[config.mk]
export PLATFORM = sky130hd
export DESIGN_NAME = executor_dispatch
export DESIGN_NICKNAME = d
export VERILOG_FILES = /design/src/rtl/executor_dispatch.sv
export SDC_FILE = /design/constraint.sdc
export NUM_CORES = 1
export LEC_CHECK = 0
export ABC_AREA = 0
export ABC_CLOCK_PERIOD_IN_PS = 3510
export CAP_MARGIN = 20
export CELL_PAD_IN_SITES_DETAIL_PLACEMENT = 1
export CELL_PAD_IN_SITES_GLOBAL_PLACEMENT = 1
export CORE_MARGIN = 8
export CORE_UTILIZATION = 34
export DETAILED_ROUTE_END_ITERATION = 12
export MAX_ROUTING_LAYER = met4
export PLACE_DENSITY_LB_ADDON = 0.2
export SLEW_MARGIN = 20
export SYNTH_ARGS = -nofsm -noshare
export SYNTH_HDL_FRONTEND = slang
export SYNTH_SLANG_ARGS = --single-unit
[constraint.sdc]
create_clock -name clk_i -period 3.51 [get_ports clk_i]
set_input_delay 0.8775 -clock clk_i [delete_from_list [all_inputs] [get_ports clk_i]]
set_output_delay 0.8775 -clock clk_i [all_outputs]
set_load 0.01 [all_outputs]
[src/rtl/executor_dispatch.sv]
// Sequencer for the four tile executors: queues player commands, merges the
// gravity tick (gravity first) and issues one executor at a time with a watchdog.
module executor_dispatch #(
  parameter int fifo_depth_p = 4,
  parameter int timeout_p    = 255
) (
  input  logic                               clk_i,
  input  logic                               reset_i,
  input  logic                               enable_i,
  input  logic                               flush_i,
  input  logic                               cmd_v_i,
  input  logic [1:0]                         cmd_i,
  output logic                               cmd_ready_o,
  input  logic                               gravity_tick_i,
  output logic [3:0]                         exec_v_o,
  input  logic [3:0]                         exec_done_i,
  output logic                               busy_o,
  output logic [$clog2(fifo_depth_p+1)-1:0]  fifo_count_o,
  output logic                               overrun_o,
  output logic                               timeout_o
);

  localparam int cnt_w_lp = $clog2(fifo_depth_p + 1);
  localparam int ptr_w_lp = $clog2(fifo_depth_p);
  localparam int wd_w_lp  = $clog2(timeout_p + 1);

  typedef enum logic [1:0] {eIDLE, eIssue, eWait} state_e;

  state_e               state_r, state_n;
  logic [1:0]           mem_r [fifo_depth_p];
  logic [ptr_w_lp-1:0]  wr_ptr_r, rd_ptr_r;
  logic [cnt_w_lp-1:0]  count_r;
  logic                 grav_pend_r, overrun_r, timeout_r;
  logic [1:0]           sel_r;
  logic [wd_w_lp-1:0]   wd_r, wd_inc;

  logic fifo_empty, push, launch, take_grav, pop, sel_done, wd_hit;

  assign fifo_empty  = (count_r == '0);
  assign cmd_ready_o = (count_r != cnt_w_lp'(fifo_depth_p));
  assign push        = cmd_v_i & cmd_ready_o & ~flush_i;
  assign launch      = (state_r == eIDLE) & enable_i & ~flush_i;
  assign take_grav   = launch & grav_pend_r;
  assign pop         = launch & ~grav_pend_r & ~fifo_empty;
  assign sel_done    = exec_done_i[sel_r];
  // Watchdog saturates at the compare value so it can never wrap past it.
  assign wd_inc      = (wd_r == wd_w_lp'(timeout_p)) ? wd_r : wd_r + 1'b1;
  assign wd_hit      = (wd_inc == wd_w_lp'(timeout_p));

  assign fifo_count_o = count_r;
  assign overrun_o    = overrun_r;
  assign timeout_o    = timeout_r;

  // Command storage carries data only, so it has no reset.
  always_ff @(posedge clk_i) begin
    if (push) mem_r[wr_ptr_r] <= cmd_i;
  end

  always_ff @(posedge clk_i or posedge reset_i) begin
    if (reset_i) begin
      wr_ptr_r <= '0;
      rd_ptr_r <= '0;
      count_r  <= '0;
    end else if (flush_i) begin
      wr_ptr_r <= '0;
      rd_ptr_r <= '0;
      count_r  <= '0;
    end else begin
      if (push) wr_ptr_r <= wr_ptr_r + 1'b1;
      if (pop)  rd_ptr_r <= rd_ptr_r + 1'b1;
      case ({push, pop})
        2'b10:   count_r <= count_r + 1'b1;
        2'b01:   count_r <= count_r - 1'b1;
        default: count_r <= count_r;
      endcase
    end
  end

  // A tick coinciding with consumption re-arms pending rather than counting as overrun.
  always_ff @(posedge clk_i or posedge reset_i) begin
    if (reset_i) begin
      grav_pend_r <= 1'b0;
      overrun_r   <= 1'b0;
    end else begin
      if (flush_i)             grav_pend_r <= 1'b0;
      else if (gravity_tick_i) grav_pend_r <= 1'b1;
      else if (take_grav)      grav_pend_r <= 1'b0;
      if (gravity_tick_i & grav_pend_r & ~take_grav & ~flush_i) overrun_r <= 1'b1;
    end
  end

  always_ff @(posedge clk_i or posedge reset_i) begin
    if (reset_i) begin
      sel_r     <= 2'd0;
      wd_r      <= '0;
      timeout_r <= 1'b0;
    end else begin
      if (take_grav) sel_r <= 2'd3;
      else if (pop)  sel_r <= mem_r[rd_ptr_r];
      if (state_r == eIssue)     wd_r <= '0;
      else if (state_r == eWait) wd_r <= wd_inc;
      if ((state_r == eWait) & ~sel_done & wd_hit) timeout_r <= 1'b1;
    end
  end

  always_ff @(posedge clk_i or posedge reset_i) begin
    if (reset_i) state_r <= eIDLE;
    else         state_r <= state_n;
  end

  always_comb begin
    state_n = state_r;
    case (state_r)
      eIDLE:   if (take_grav | pop) state_n = eIssue;
      eIssue:  state_n = sel_done ? eIDLE : eWait;
      eWait:   if (sel_done | wd_hit) state_n = eIDLE;
      default: state_n = eIDLE;
    endcase
  end

  always_comb begin
    exec_v_o = 4'b0000;
    busy_o   = (state_r != eIDLE);
    if (state_r == eIssue) exec_v_o = 4'b0001 << sel_r;
  end

endmodule

==> flow_summary.ini, run 1 <==
[placed_design]
portBuffers = 22
gp_congestion = 0.831
place_hpwl_um = 3270

[detailed_routing]
routedWlPerCell_um = 15.7
dr.pass1.iters = 4
vias = 1337
drt_iter0_markers = 54
wl_um = 4140
drc = 0
final_antenna_net_count = 0
viasPerCell = 5.06

[synthesis]
async_reset_ff_share_pct = 73.3
synthTopCellsByArea = dfrtp_1 31%, edfxtp_1 14%, ha_1 6.4%
syn_nets = 193
yosys_warnings = 0
synth_area_mm2 = 0.00177
synth_largest_area_cell = dfrtp_1
netlist_instances = 171
ys_ff_latch = 30
ys.flop_type = dfrtp_1
synth_cell_types = 48
yosysSeqAreaShare_pct = 44.6
syn_area_per_cell_um2 = 10.4
synth_edf_count = 8
synth.top_cell.area_share_pct = 31.1

[sta]
finalCriticalPeriod_ns = 2.96
period_share_pct = 84.3
maxSlewHeadroom_pct = 40.9
tns_ns = 0
drv_slew = 0
hold_violations = 0
timing.fmax_mhz = 338
rsz0062_at_grt = false
setup_viol = 0
clock_skew_ns = 0.00561
worstMarginPinSlew_ns = 0.885

[floorplanning]
die_area_mm2 = 0.00778
io_pins = 23
start_util_pct = 34.9
core_mm2 = 0.00507
die_w_um = 88.2
fp.dieH_um = 88.2
rows = 26

[cells_and_area]
fillers = 592
seqCellArea_um2 = 791
synthToLayoutAreaGrowth_pct = 20.2
drive_gt1_share_pct = 9.79
diodes = 0
fin_nets = 215
multiInputGateArea_um2 = 883

[global_routing]
use_met3_pct = 3.34
top_usage_layer = met2
first_global_vias = 1490
grt.total_usage_pct = 12.5
antenna_found_initial = 0
met2_usage_pct = 21.2
grt-ovfl-total = 0
grt_pass1_wl_um = 7210
use_met1_pct = 13.3
grt_max_degree = 23

[cts]
cts_sinks = 30
clkLatencyLatePin_ns = 0.28
htree_levels = 2
cts_tree = done
cts_root_buf = clkbuf_8
post_cts_resized = 0
cts_buffers = 5
post_cts_buffers = 0
cts-hold-fix-buffers = 0
clk_pin_slew_worst_paths_ns = 0.06
clockBufferDepth = 2

[setup_path]
cp_max_fo = 14
startpoint_type = flip-flop
crit_arrival_ns = 2.08
end_kind = primary output
crit_type = reg -> out
cp.required_ns = 2.63

[pwr]
irDropWorstVdd_uv = 237
internal_power_w = 0.000787
p_leak_nw = 0.888
p_sw_share_pct = 37.4
clkPwrFrac_pct = 21.4
p_switching_w = 0.000470
power.total_w = 0.00126
comb_power_share_pct = 40.2
powerDensity_mw_per_mm2 = 590
pwr-share-seq_pct = 38.4

[outcome]
outcome = complete, no violations

[job]
maxCapViolCount = 0

[worst_hold_path]
hp-class = reg -> reg
## cell type report
cell class                      count  share of cell area [%]
Multi-Input combinational cell    118                    41.5
Sequential cell                    30                    37.1
Timing Repair Buffer               23                    10.7
Tap cell                           70                    4.11
Clock buffer                        5                    3.23
Inverter                           15                    2.64
Clock inverter                      3                   0.763
## stage by stage
stage	instances	setup WS, ns	utilization [%]	instance area (um2)	hold WS, ns
floorplan	171	1.06	-	1770	0.493
global placement	256	0.828	40.3	2050	0.478
detailed placement	256	0.768	40.3	2050	0.483
CTS	264	0.523	42.0	2130	0.497
global route	264	0.345	42.0	2130	0.517
finish	264	0.551	42.0	2130	0.489
## cells in the final DEF, fill, tap and decap left out, types with 3 or more instances in the layout
master / Yosys / final
dfrtp_1: 22 / 22
clkdlybuf4s50_1: 0 / 22
nor2_1: 18 / 18
inv_1: 15 / 15
nand2_1: 13 / 13
a21oi_1: 10 / 10
ha_1: 9 / 9
edfxtp_1: 8 / 8
mux2i_1: 5 / 5
o21ai_0: 5 / 5
xnor2_1: 5 / 5
clkbuf_8: 0 / 5
and2_1: 4 / 4
mux4_2: 3 / 3
a31o_2: 3 / 3
## power by group through the flow
stage | clock network (W) | logic (W) | registers [W]
6_report | 0.000270 | 0.000505 | 0.000483
5_1_grt | 0.000295 | 0.000570 | 0.000496
4_1_cts | 0.000282 | 0.000519 | 0.000484
3_5_place_dp | 0 | 0.000516 | 0.000490
3_3_place_gp | 0 | 0.000488 | 0.000484
2_1_floorplan | 0 | 0.000372 | 0.000463
## per-layer routing
metal  vias to the layer above  share of wire (%)
li1                        656                  -
met1                       657                 44
met2                        18                 52
met3                         6                2.7
met4                         0                2.0
met5                         -                  0
## sequential cells by signal, indices dropped and copies added, names as in the netlist
| name | flops |
|---|---|
| mem_r | 8 |
| wd_r | 8 |
| fifo_count_o | 3 |
| rd_ptr_r | 2 |
| sel_r | 2 |
| state_r | 2 |
| wr_ptr_r | 2 |
| grav_pend_r | 1 |
| overrun_o | 1 |
| timeout_o | 1 |
## worst max-delay path, cell delays in order, from the launching register on
cell             delay [ns]
dfrtp_1                0.38
inv_1                  0.12
ha_1                   0.48
nor3b_1                0.26
clkdlybuf4s50_1        0.57
## cells by family after synthesis
kind of cell / Yosys count / share of synthesized area [%]
adders and majority gates: 10 / 7.48
and+or+nand+nor: 55 / 15.9
buffers and inverters: 23 / 5.57
xor gates and xnor gates: 5 / 2.47
DFF: 30 / 44.6
muxes: 9 / 7.48
AOI/OAI and AO/OA: 39 / 16.4
## synth_stat cells (all sizes together), types with 2 or more instances
cell / n
a21o: 2
a21oi: 10
a22o: 2
a31o: 4
a31oi: 2
and2: 4
and3: 2
and4: 3
clkbuf: 6
dfrtp: 22
edfxtp: 8
ha: 9
inv: 15
mux2i: 5
mux4: 3
nand2: 13
nand2b: 2
nand3: 2
nand4: 2
nor2: 18
nor3: 2
o21ai: 7
o311ai: 2
or3: 2
or4: 2
xnor2: 5
## path summary, 6_finish.rpt
kind / start / endpoint / slack (ns) / cells after the start
max: state_r[1] / exec_v_o[0] / 0.55 / 4
min: timeout_o / timeout_o / 0.49 / 1
max reg2reg: wd_r[0] / state_r[0] / 0.79 / 6
min reg2reg: timeout_o / timeout_o / 0.49 / 1
max in group asynchronous: reset_i / wd_r[4] / 1.88 / 2
min in group asynchronous: reset_i / fifo_count_o[0] / 1.09 / 2
No activity file was read; power rests on OpenSTA's default activity.
==> run 2: changes to the inputs <==
Settings changed: ABC_CLOCK_PERIOD_IN_PS 3510 to 2700.
Clock period 3.51 ns to 2.7 ns, I/O delays scaled along.
==> run 2 against run 1 <==
Against the previous run:
- cell area is 2.2% higher
- die area stayed put
- utilization is 0.94 points higher
- global-route usage is 0.29 points higher
- clock power is 32% higher
==> flow_summary.ini, run 2 (synthesized netlist as in run 1, its figures left out) <==
[cts]
cts-hold-fix-buffers = 0
cts_buffers = 5
clockBufferDepth = 2
cts_tree = done
clk_pin_slew_worst_paths_ns = 0.06
cts_root_buf = clkbuf_8
htree_levels = 2
clkLatencyLatePin_ns = 0.28
cts_sinks = 30

[sta]
clock_skew_ns = 0.00479
rsz0062_at_grt = false
period_share_pct = 93.6
timing.fmax_mhz = 396
fin_hold_ws_ns = 0.459
hold_violations = 0
maxSlewHeadroom_pct = 71.2
tns_ns = 0
setup_viol = 0
worstMarginPinSlew_ns = 0.427
drv_slew = 0
finalCriticalPeriod_ns = 2.53

[setup_path]
slowest_stage = or4_1
crit_type = reg -> reg
critPathMaxStageDelay_ns = 0.47
crit_chain = ha_2 -> nand2_1 -> or4_1 -> a221o_1 -> o41ai_4 -> mux2_4
startpoint_type = flip-flop
rr_worst_depth = 6
cp_max_fo = 7
cp.required_ns = 2.87
end_kind = flip-flop
crit_arrival_ns = 2.69

[detailed_routing]
vias = 1407
routedWlPerCell_um = 16.3
viasPerCell = 5.21
final_antenna_net_count = 0
dr.pass1.iters = 4
drc = 0
wl_um = 4390
drt_iter0_markers = 42

[cells_and_area]
layout_common_cells = 22 x dfrtp_1, 22 x clkdlybuf4s50_1, 18 x nor2_1
diodes = 0
design_area_mm2 = 0.00218
drive_gt1_share_pct = 13.0
fin_nets = 221
synthToLayoutAreaGrowth_pct = 22.9

[worst_hold_path]
hp-class = reg -> reg
whs_path_depth = 1

[placed_design]
portBuffers = 22
dpl_cell_area_mm2 = 0.00209
place_hpwl_um = 3370
gp_congestion = 0.816

[floorplanning]
io_pins = 23
start_util_pct = 34.9
die_w_um = 88.2
rows = 26
die_area_mm2 = 0.00778
fp.dieH_um = 88.2
core_mm2 = 0.00507

[job]
maxCapViolCount = 0

[pwr]
powerDensity_mw_per_mm2 = 771
irDropWorstVdd_uv = 294
p_leak_nw = 0.915

[global_routing]
antenna_found_initial = 0
grt_pass1_wl_um = 7450
grt-ovfl-total = 0
grt_max_degree = 23
grt.total_usage_pct = 12.8
first_global_vias = 1531

[outcome]
outcome = complete, no violations
[run 2: what timing repair did]
action	4_1_cts	5_1_grt
setup buffers	0	0
resized for setup	0	1
setup endpoints to repair	0	1
[run 2: path summary, 6_finish.rpt]
check | from | to | slack [ns]
worst max-delay path | wd_r[0] | state_r[0] | 0.17
worst min-delay path | timeout_o | timeout_o | 0.46
worst max register to register | wd_r[0] | state_r[0] | 0.17
worst min register to register | timeout_o | timeout_o | 0.46
max in group asynchronous | reset_i | timeout_o | 1.73
min in group asynchronous | reset_i | wd_r[3] | 0.73
[run 2: cell type report]
type | count | area, um2
clock buffer | 5 | 68.8
clock inverter | 3 | 16.3
fill | 600 | 2900
inverter | 15 | 56.3
multi-input combinational | 118 | 886
sequential | 30 | 791
tap | 70 | 87.6
timing repair buffer | 29 | 273
[run 2: where the power goes]
group | switching, W | internal, W
clock network | 0.000181 | 0.000176
registers | 0.0000857 | 0.000534
logic | 0.000367 | 0.000336
[run 2: per-stage QoR]
step                      worst slack, ns  total power [W]  utilization [%]  cells
final                               0.173          0.00168             42.9    270
after CTS                           0.141          0.00170             42.9    270
after detailed placement            0.124          0.00133             41.2    262
after floorplan                     0.246          0.00109                -    171
after global routing               0.0463          0.00180             42.9    270
after global placement              0.215          0.00129             41.2    262
[run 2: layer usage]
layer	up-vias	share of wire, %	global-route usage [%]	wire length (um)
met5	-	0	-	0
met4	0	1.3	5.07	57
met3	7	2.2	2.79	95
met2	20	52	21.9	2300
met1	710	44	14.2	1940
li1	670	-	-	-
[run 2: worst max-delay path, delay by kind of cell, from the launching register on]
kind,cells,cell delay [ns]
simple gates,2,0.55
mux,1,0.33
fa+ha+maj,1,0.27
compound gates,2,0.82
flops,1,0.44
==> run 3: changes to the inputs <==
Settings changed: CAP_MARGIN 20 to 40.
==> results of run 3 <==
No change in the layout: final DEF, timing and power equal those of run 2.
==> patch 1 (flow settings as in run 2) <==
Register the output `fifo_count_o` once more; this adds one clock of latency there. The other outputs are not delayed to match.
--- a/src/rtl/executor_dispatch.sv
+++ b/src/rtl/executor_dispatch.sv
@@ -49,3 +49,5 @@
 
-  assign fifo_count_o = count_r;
+  always_ff @(posedge clk_i) begin
+    fifo_count_o <= count_r;
+  end
   assign overrun_o    = overrun_r;
Behaviour: not the same (a bounded check fails within 4 cycles, from zero or initial values and one cycle with reset_i high).
==> patch 1 against run 2 <==
- register-to-register slack gained 0.21 ns
- total power is essentially flat
- core utilization shrank 0.15 points
- design area grew 0.29%
- area after synthesis grew 1.3%
- worst hold slack lost 0.0012 ns
- sequential cell count grew 3
- setup slack lost 0.040 ns
- die area grew 1.0%
- wire length shrank 6.9%
- critical path type is now flop to primary output
- largest cell class unchanged
==> patch 1: results (changes against run 2) <==
Run status
  • Status: finished, final reports clean (unchanged)

Placement
  • Cell Area, Placed: 2090 sq um (about the same)
  • Hpwl dp: 3160 microns (was 3370 microns)
  • Final Wtd Congestion: 0.800 (was 0.816)

Global routing
  • Met1 Usage GRT: 12.4% (was 14.2%)
  • First-pass GRT wire length: 6780 microns (was 7450 microns)
  • Met3 Use GR: 3.34% (was 2.79%)
  • GRT Overall Usage: 11.7% (was 12.8%)
  • Vias in the first global route: 1436 (was 1531)

Synthesis
  • XOR/XNOR share of the synthesized area: 2.44% (was 2.47%)
  • Post-Synth Adder-Cell Area: 7.39% (was 7.48%)
  • Synthesized Nets: 190 (was 193)
  • Post-synth top cells: dfrtp_1 (22), nor2_1 (17), nand2_1 (15), inv_1 (11), ha_1 (9) (was dfrtp_1 (22), nor2_1 (18), inv_1 (15), nand2_1 (13), a21oi_1 (10))
  • Compound-Gate Fraction of Synth Area: 14.5% (was 16.4%)
  • Post-synthesis mux area share: 6.27% (was 7.48%)
  • Synth area leaders: dfrtp_1 (31%), edfxtp_1 (13%), ha_1 (6.3%), mux4_2 (3.8%), nor2_1 (3.6%) (was dfrtp_1 (31%), edfxtp_1 (14%), ha_1 (6.4%), nor2_1 (3.8%), mux4_2 (3.8%))
  • Sequential area share after synthesis: 47.4% (was 44.6%)

Final layout
  • Post-layout net count: 215 (was 221)
  • Layout cells sized above 1: 10.8% (was 13.0%)
  • Multi-input combinational area share: 39.4% (was 40.7%)
  • Seq area share: 38.9% (was 36.3%)
  • Buffers excl. clock: 26 (was 29)
  • Non-clock buffers, area share: 11.5% (was 12.5%)

Timing
  • Worst-margin pin slew: 0.420 ns (was 0.427 ns)

CTS
  • Clk sinks: 33 (was 30)

Route
  • WL met2: 2190 microns (was 2300 microns)
  • Met3 WL: 99 microns (was 95 microns)
  • Initial detailed-routing violation count: 45 (was 42)
  • DR vias/cell: 5.15 (was 5.21)
  • First-pass DRT Iterations: 2 (was 4)

Setup path
  • Top delay family on crit path: buffers and inverters (was compound AO/OA/AOI/OAI gates)
  • Critical Path Max Stage Delay: 0.58 ns (was 0.47 ns)
  • Crit-path max FO: 5 (was 7)
  • Crit-path slowest cell: clkdlybuf4s50_1 (was or4_1)

Pwr
  • Lkg Pwr: 0.000920 uW (was 0.000915 uW)
  • Clock-net power: 381 uW (was 357 uW)
  • Peak VDD IR: 0.284 mV (was 0.294 mV)

Floorplan
  • DIE AREA: 7860 sq um (was 7780 sq um)
==> patch 1: per-stage QoR <==
step           cells  hold WS (ns)  power [uW]  worst slack (ns)
2_1_floorplan    168         0.410        1090             0.555
3_3_place_gp     256         0.444        1280             0.212
3_5_place_dp     256         0.441        1310             0.171
4_1_cts          264         0.462        1710            0.0855
5_1_grt          264         0.482        1810            0.0160
6_report         264         0.458        1680             0.134
==> patch 1: path summary, 6_finish.rpt <==
kind / startpoint / endpoint / slack [ns] / depth (start not counted)
worst max-delay path: state_r[1] / exec_v_o[0] / 0.13 / 5
worst min register to register: count_r[2] / fifo_count_o[2] / 0.46 / 0
worst max register to register: wd_r[0] / state_r[0] / 0.38 / 6
min in group asynchronous: reset_i / wr_ptr_r[0] / 0.74 / 3
max in group asynchronous: reset_i / rd_ptr_r[1] / 1.72 / 3
worst min-delay path: count_r[2] / fifo_count_o[2] / 0.46 / 0
==> patch 2 (settings of run 2) <==
Without the edit above. Set the parameter `fifo_depth_p` to 8 (it was 4).
--- a/src/rtl/executor_dispatch.sv
+++ b/src/rtl/executor_dispatch.sv
@@ -3,3 +3,3 @@
 module executor_dispatch #(
-  parameter int fifo_depth_p = 4,
+  parameter int fifo_depth_p = 8,
   parameter int timeout_p    = 255
Interface: changed (resized fifo_count_o); port bits go from 23 to 24. The function was not compared with the original's and may differ.
==> patch 2 against run 2 <==
- wire length grew 26%
- first-iteration DRC count is 55% higher
- sequential cell count is 11 higher
- critical path type is now input port to flop
- register-to-register slack better by 0.04 ns
- design area up 32%
- critical endpoint is now fifo_count_o[2]
- area after synthesis rose by 31%
- setup slack got worse by 0.078 ns
- sequential power increased by 31%
- largest power group is now sequential cells
- total power rose by 21%
==> patch 2: results (changes against run 2) <==
Synthesis
  • Mapped Avg Cell Area: 10.5 sq um (was 10.4 sq um)
  • Synthesized Nets: 242 (was 193)
  • Post-synth cell types: 51 (was 48)
  • Synth area leaders: dfrtp_1 (27%), edfxtp_1 (21%), ha_1 (4.9%), mux4_2 (4.9%), nor2_1 (3.7%) (was dfrtp_1 (31%), edfxtp_1 (14%), ha_1 (6.4%), nor2_1 (3.8%), mux4_2 (3.8%))
  • Async S/R FF share, synth: 61.0% (was 73.3%)

Global routing
  • Met2 Usage GRT: 21.0% (was 21.9%)
  • Met3 Use GR: 2.82% (was 2.79%)
  • GRT Overall Usage: 12.6% (was 12.8%)
  • Vias in the first global route: 1935 (was 1531)
  • First-pass GRT wire length: 9640 microns (was 7450 microns)
  • Met1 Usage GRT: 14.7% (was 14.2%)

Timing
  • Hold slack: 0.462 ns (was 0.459 ns)
  • Setup ws final: 0.0949 ns (was 0.173 ns)
  • Relative slew slack: 68.3% (was 71.2%)
  • Layout Skew: 0.00647 ns (was 0.00479 ns)

Route
  • Met3 WL: 174 microns (was 95 microns)
  • Drt total wl: 5530 microns (was 4390 microns)
  • Initial detailed-routing violation count: 65 (was 42)

Final layout
  • Layout cells sized above 1: 16.5% (was 13.0%)
  • Post-layout net count: 280 (was 221)

CTS
  • Clk slew on worst S/H paths: 0.08 ns (was 0.06 ns)
  • Worst-Skew Late Latency: 0.30 ns (was 0.28 ns)

Placement
  • Placed instance count: 332 (was 262)
  • Final Wtd Congestion: 0.854 (was 0.816)
  • Hpwl dp: 4190 microns (was 3370 microns)
  • Buffers on Ports: 23 (was 22)

Setup path
  • Reg2reg setup slack: 0.21 ns (was 0.17 ns)
  • Crit-path max FO: 2 (was 7)
  • Reg2Reg Depth: 12 (was 6)

Run status
  • Status: finished, final reports clean (unchanged)

Pwr
  • Peak VDD IR: 0.241 mV (was 0.294 mV)
  • Lkg Pwr: 0.00114 uW (was 0.000915 uW)
## patch 2: changes by cell type in the layout (fill, tap and decap cells not counted), moves of 5 or more
cell / delta
a31oi_1: +9
buf_4: +11
edfxtp_1: +8
nor2_1: +5
nor3_1: +5
## patch 2: critical path, stage by stage
cell and delay (ns):
clkdlybuf4s50_1 0.46, nand4bb_4 0.22, or2_4 0.28, nor2_4 0.09, xor2_1 0.17, ha_2 0.21, nor2_1 0.05, a2111oi_2 0.22
a31oi_1 0.06, or3_1 0.31, nand3_1 0.08
## patch 2: area by class of cell
type                    instances  area (sq um)  area share [%]
repair buffers                 41           365            12.7
well taps                      80           100            3.48
clock buffers                   5          68.8            2.39
clock inverters                 3          46.3            1.61
flip-flops and latches         41          1110            38.4
multi-input cells             158          1150            39.8
inverters                      12          45.0            1.57
## patch 2: power by group through the flow
stage          clock, uW  combinational, uW  sequential [uW]
5_1_grt              546                789              831
3_5_place_dp           0                689              826
4_1_cts              526                695              813
6_report             507                704              813
3_3_place_gp           0                688              823
2_1_floorplan          0                470              790
## patch 2: path summary, 6_finish.rpt
| path | startpoint | end |
|---|---|---|
| max | flush_i | fifo_count_o[2] |
| min | timeout_o | timeout_o |
| max reg2reg | state_r[0] | fifo_count_o[2] |
| min reg2reg | timeout_o | timeout_o |
| max in group asynchronous | reset_i | wr_ptr_r[0] |
| min in group asynchronous | reset_i | wr_ptr_r[1] |
## patch 2: kinds of logic after synthesis
logic type | after synthesis | synth area share (%)
AO/OA/AOI/OAI | 54 | 16.1
AND/OR/NAND/NOR | 78 | 17.3
buffers and inverters | 22 | 4.31
multiplexers | 11 | 7.55
XOR/XNOR | 6 | 2.26
flip-flops | 41 | 47.7
adder cells (fa/ha/maj) | 9 | 4.85
